File: config.mk
export PLATFORM = sky130hd
export DESIGN_NAME = fetch_unit
export DESIGN_NICKNAME = d
export VERILOG_FILES = /design/src/rtl/fetch_unit.sv
export SDC_FILE = /design/constraint.sdc
export NUM_CORES = 1
export LEC_CHECK = 0
export CORE_ASPECT_RATIO = 0.75
export CORE_MARGIN = 2
export CORE_UTILIZATION = 42
export CTS_BUF_LIST = sky130_fd_sc_hd__clkbuf_8
export DETAILED_ROUTE_END_ITERATION = 8
export PLACE_DENSITY = 0.88
export SYNTH_ARGS = -nofsm -noshare
export SYNTH_HDL_FRONTEND = slang
export SYNTH_SLANG_ARGS = --single-unit
File: constraint.sdc
create_clock -name i_clk -period 1.7 [get_ports i_clk]
set_input_delay 0.34 -clock i_clk [delete_from_list [all_inputs] [get_ports i_clk]]
set_output_delay 0.34 -clock i_clk [all_outputs]
set_load 0.005 [all_outputs]
File: src/rtl/fetch_unit.sv
// Instruction-fetch stage feeding the combinational decoder.
// Owns the program counter, drives a 1-cycle-latency synchronous instruction
// memory, presents one op per cycle and handles decoder redirects by flushing
// the sequentially fetched word as a single bubble.
module fetch_unit #(
  parameter logic [5:0]  START_PC  = 6'd0,
  parameter logic [15:0] BUBBLE_OP = 16'h0000
) (
  input  logic        i_clk,
  input  logic        i_rst_n,
  input  logic        i_start,
  input  logic        i_halt,
  input  logic        i_stall,
  input  logic        i_pc_we,
  input  logic [5:0]  i_pc_in,
  input  logic [15:0] i_imem_rdata,
  output logic [5:0]  o_imem_addr,
  output logic        o_imem_en,
  output logic [15:0] o_op,
  output logic        o_op_valid,
  output logic [5:0]  o_op_pc,
  output logic        o_running,
  output logic [15:0] o_issued_cnt
);

  typedef enum logic [1:0] {
    IDLE   = 2'd0,
    RUN    = 2'd1,
    HALTED = 2'd2
  } state_t;

  state_t      r_state;
  state_t      w_stateNext;
  logic [5:0]  r_pc;
  logic [5:0]  w_pcNext;
  logic        r_opValid;
  logic        w_opValidNext;
  logic [5:0]  r_opPc;
  logic [5:0]  w_opPcNext;
  logic [15:0] r_issuedCnt;
  logic        w_issue;
  logic        w_redirect;

  // An op issues only when it is real and the downstream is not busy;
  // a redirect is honoured only on such a cycle.
  assign w_issue    = r_opValid & ~i_stall;
  assign w_redirect = w_issue & i_pc_we;

  assign o_imem_addr  = r_pc;
  assign o_imem_en    = (r_state == RUN) & ~i_stall;
  assign o_op         = r_opValid ? i_imem_rdata : BUBBLE_OP;
  assign o_op_valid   = r_opValid;
  assign o_op_pc      = r_opPc;
  assign o_running    = (r_state == RUN);
  assign o_issued_cnt = r_issuedCnt;

  // State, pc and op tracking registers; reset returns everything at once.
  always_ff @(posedge i_clk or negedge i_rst_n) begin
    if (!i_rst_n) begin
      r_state   <= IDLE;
      r_pc      <= START_PC;
      r_opValid <= 1'b0;
      r_opPc    <= 6'd0;
    end else begin
      r_state   <= w_stateNext;
      r_pc      <= w_pcNext;
      r_opValid <= w_opValidNext;
      r_opPc    <= w_opPcNext;
    end
  end

  // Next-state logic: sequential fetch, stall hold, redirect flush and halt.
  always_comb begin
    w_stateNext   = r_state;
    w_pcNext      = r_pc;
    w_opValidNext = r_opValid;
    w_opPcNext    = r_opPc;
    case (r_state)
      IDLE, HALTED: begin
        w_opValidNext = 1'b0;
        if (i_start) begin
          w_stateNext = RUN;
        end
      end
      RUN: begin
        if (i_halt) begin
          // Current op may still issue; the in-flight fetch is dropped and
          // pc stays put so resuming refetches it.
          w_stateNext   = HALTED;
          w_opValidNext = 1'b0;
          if (w_redirect) begin
            w_pcNext = i_pc_in;
          end
        end else if (!i_stall) begin
          w_opPcNext = r_pc;
          if (w_redirect) begin
            w_pcNext      = i_pc_in;
            w_opValidNext = 1'b0;
          end else begin
            w_pcNext      = r_pc + 6'd1;
            w_opValidNext = 1'b1;
          end
        end
      end
      default: begin
        w_stateNext   = IDLE;
        w_opValidNext = 1'b0;
      end
    endcase
  end

  // Issued-instruction counter, wrapping naturally at 16 bits.
  always_ff @(posedge i_clk or negedge i_rst_n) begin
    if (!i_rst_n) begin
      r_issuedCnt <= 16'd0;
    end else if (w_issue) begin
      r_issuedCnt <= r_issuedCnt + 16'd1;
    end
  end

endmodule

==> results by group <==
Critical path
  – Arrival time worst endpoint: approximately 1.3 ns
  – Worst-path cell with the longest stage delay: sky130_fd_sc_hd__clkdlybuf4s50_1
  – Launch point of the critical path: o_imem_addr[2]$_DFFE_PN0P_
  – Buf/Inv on CP: 1
  – Category of cells accounting for the largest share of critical-path delay: buffers and inverters
  – Startpoint type of the worst setup path: flop
  – Crit-path max cell delay: 0.55 ns
  – Crit path to: o_imem_addr[2]
  – Critical path type: reg2out
  – Required time at the worst-slack endpoint: 1.36 ns
  – Series of cell instances along the critical path: clkdlybuf4s50_1
  – Largest fanout of any net on the critical path: 7
  – Path depth of the worst reg2reg path: 6
  – Reg-to-Reg End: o_imem_addr[2]$_DFFE_PN0P_
  – Count of cell instances traversed by the critical path: 1
  – Register-to-register setup slack: approximately 0.10 ns
  – Reg-to-reg startpoint: o_op_valid$_DFFE_PN0P_
  – Capturing element type of the critical path: primary output

Route
  – Count of unresolved DRC violations after routing: 0
  – Number of vias per cell: about 4.8
  – DRT iter0 DRCs: 62
  – Number of routed nets with antenna violations: 0
  – Average detailed-routed wire length per instance: roughly 13 um
  – Vias: approximately 1400
  – Wire length after detailed routing: ~3700 um
  – Pre-antenna DRT Iters: 4

Die
  – Initial cell density of the core: 43.0%
  – Die area: about 4200 um^2
  – I/O pin count: 75
  – Area of the core: 3590 um^2
  – Overall die width: around 74 um
  – Floorplan row count: 19
  – Die height: 56.5 um

Logic synthesis
  – Post-synthesis cell area: around 1500 um^2
  – Synthesis-stage register bit count: 31
  – Post-synthesis area per instance: around 11 um^2
  – Library cells used by synthesis: 34
  – EDFF count, synth: 0
  – Async S/R FF share, synth: 100%
  – Net Count, Synth: roughly 170
  – Cells taking the most area after synthesis: sky130_fd_sc_hd__dfrtp_1, sky130_fd_sc_hd__and2_1, sky130_fd_sc_hd__xnor2_1
  – Most area-hungry cell type in the Yosys netlist: sky130_fd_sc_hd__dfrtp_1
  – Post-synthesis instance total: 144
  – Post-synth top area share: around 50%
  – Synthesis warning total: 0
  – Flip-flop cell with the highest count after synthesis: sky130_fd_sc_hd__dfrtp_1
  – Sequential fraction of the synthesis area: 50.2%

Placement
  – Count of buffers from port buffering: 74
  – Post-detailed-placement half-perimeter wirelength: approximately 2900 um
  – Setup slack after placement: -0.172 ns
  – GP Congestion: between 0.8 and 0.9
  – Post-place instance area: between 2000 and 2500 um^2
  – Placed cells: roughly 280

GRT
  – Antenna violations before repair: 0
  – Global routing's busiest layer: met2
  – Leftover overflow at the end of global routing: 0
  – Met1 track demand over resource in global routing: ~28%
  – Met3 routing resource usage after global routing: 5.75%
  – Maximum number of pins on one net before global-route repair: 32
  – Met2 global-route usage: 29.6%
  – Vias in the first global route: about 1400
  – Wire length of the first global-routing pass: 6330 um
  – Overall routing resource usage: 19.8%

STA
  – Number of setup violations in the final report: 0
  – Worst max-slew margin expressed relative to the limit: about three quarters
  – Unrepaired setup endpoints after global routing: false
  – Max-slew violation count: 0
  – Final hold violation count: 0
  – Maximum clock frequency: 615 MHz
  – Least setup slack across all paths after layout: 0.0730 ns
  – Share of the cycle needed by the critical path after routing: 95.7%
  – Measured slew at the worst slew-check pin: between 0.3 and 0.4 ns
  – Minimum period implied by the final worst setup slack: roughly 1.6 ns
  – Setup TNS Final: 0 ns
  – WHS: 0.448 ns
  – Worst clock skew: 0.00555 ns

Flow run
  – Number of max-capacitance violations reported: 0

Clock tree
  – TritonCTS clock tree: yes
  – Clock root buffer master: sky130_fd_sc_hd__clkbuf_8
  – Buffer depth of the longest clock path: 2
  – Clk sink count: 31
  – Clock insertion delay at the later pin of the skew report: approximately 0.28 ns
  – Post-CTS Hold Fix Bufs: 0
  – Deepest level of the CTS H-tree: 2
  – Inserted Clock Buffers: 5
  – Clock input transition at the sequential cells of the worst setup and hold paths: roughly 0.07 ns

Cells and area
  – Final core occ: a little over 70%
  – Layout Area Growth over Synthesis: 67.4%
  – Layout cell share with drive strength beyond 1: between 10% and 20%
  – # nets final: 269
  – Antenna diodes: 0
  – Final Instance Area: approximately 2600 um^2
  – Post-Layout Cell Count: 292
  – Count of filler cells inserted in the layout: approximately 280

Pwr
  – Power density over the cells: between 1000 and 1500 nW/um^2
  – Peak supply drop: 0.000965 V
  – Leakage power figure: around 1.2 nW
  – Total power after layout: about 2.8 mW

Worst hold path
  – Worst hold-check path type: in2async

Status
  – Run status: finished, final reports clean
-- cells in the mapped netlist (all sizes together), types with 2 or more instances --
cell      n
mux2i     3
and3      3
mux2      7
nand2     9
nand4     4
a221o     2
xor2      5
clkbuf    2
o22ai     2
nor2b     2
buf       3
xnor2    10
and2     17
nor2      7
nand3    10
ha        2
o21ai     2
a2bb2oi   2
nor3      5
inv       4
dfrtp    31
a21oi     4
-- state kept, by name, indices dropped and copies added (netlist names) --
| register | count |
|---|---|
| o_op_valid | 1 |
| r_state | 2 |
| o_op_pc | 6 |
| o_imem_addr | 6 |
| o_issued_cnt | 16 |
-- power breakdown --
group | switching, mW | internal [mW] | leakage [nW]
Clock | 0.273 | 0.474 | 0.0612
Combinational | 0.307 | 0.639 | 0.754
Sequential | 0.205 | 0.932 | 0.396
Total | 0.785 | 2.05 | 1.21
-- worst min-delay path by stage --
stage,start,to,depth (start not counted)
finish,i_rst_n,o_issued_cnt[4]$_DFFE_PN0N_,2
global route,i_rst_n,o_issued_cnt[0]$_DFFE_PN0N_,2
CTS,i_rst_n,o_issued_cnt[4]$_DFFE_PN0N_,2
detailed placement,o_issued_cnt[15]$_DFFE_PN0N_,o_issued_cnt[15]$_DFFE_PN0N_,1
global placement,o_issued_cnt[15]$_DFFE_PN0N_,o_issued_cnt[15]$_DFFE_PN0N_,1
floorplan,i_rst_n,o_imem_addr[0]$_DFFE_PN0P_,0
-- cell type report --
| type | count | area (um^2) | share of cell area (%) |
|---|---|---|---|
| inverters | 4 | 15.0 | 0.581 |
| repair buffers | 93 | 876 | 33.9 |
| clock inverters | 2 | 35.0 | 1.36 |
| multi-input cells | 104 | 733 | 28.4 |
| flip-flops and latches | 31 | 778 | 30.1 |
| well taps | 52 | 65.1 | 2.52 |
| clock buffers | 6 | 82.6 | 3.19 |
-- timing repair --
action,CTS,global route
resized for setup,25,6
setup endpoints to repair,19,6
buffers inserted,3,0
pin swaps,0,0
-- cells by family after synthesis --
kind of cell | synth area share [%]
and+or+nand+nor | 21.6
AOI/OAI and AO/OA | 8.18
DFF | 50.2
xor gates and xnor gates | 8.51
adders and majority gates | 1.62
muxes | 7.05
buffers and inverters | 2.84
-- layout by cell type (no fill, tap or decap), types with 4 or more instances in the layout --
cell type                         count
sky130_fd_sc_hd__clkdlybuf4s50_1     54
sky130_fd_sc_hd__dfrtp_1             29
sky130_fd_sc_hd__and2_1              17
sky130_fd_sc_hd__buf_4               17
sky130_fd_sc_hd__dlygate4sd2_1       16
sky130_fd_sc_hd__nand3_1             10
sky130_fd_sc_hd__xnor2_1             10
sky130_fd_sc_hd__nand2_1              9
sky130_fd_sc_hd__nor2_1               7
sky130_fd_sc_hd__mux2_2               7
sky130_fd_sc_hd__clkbuf_8             6
sky130_fd_sc_hd__xor2_1               5
sky130_fd_sc_hd__inv_1                4
sky130_fd_sc_hd__nand4_1              4
sky130_fd_sc_hd__nor3_1               4
-- routing by layer --
| layer | up-vias | routed length (um) | share of wire (%) |
|---|---|---|---|
| met5 | - | 0 | 0 |
| met1 | 664 | 1740 | 47 |
| met2 | 46 | 1740 | 47 |
| li1 | 691 | - | - |
| met3 | 5 | 227 | 6.1 |
| met4 | 0 | 32 | 0.86 |
Note: power is estimated with default switching activity, not from simulation.
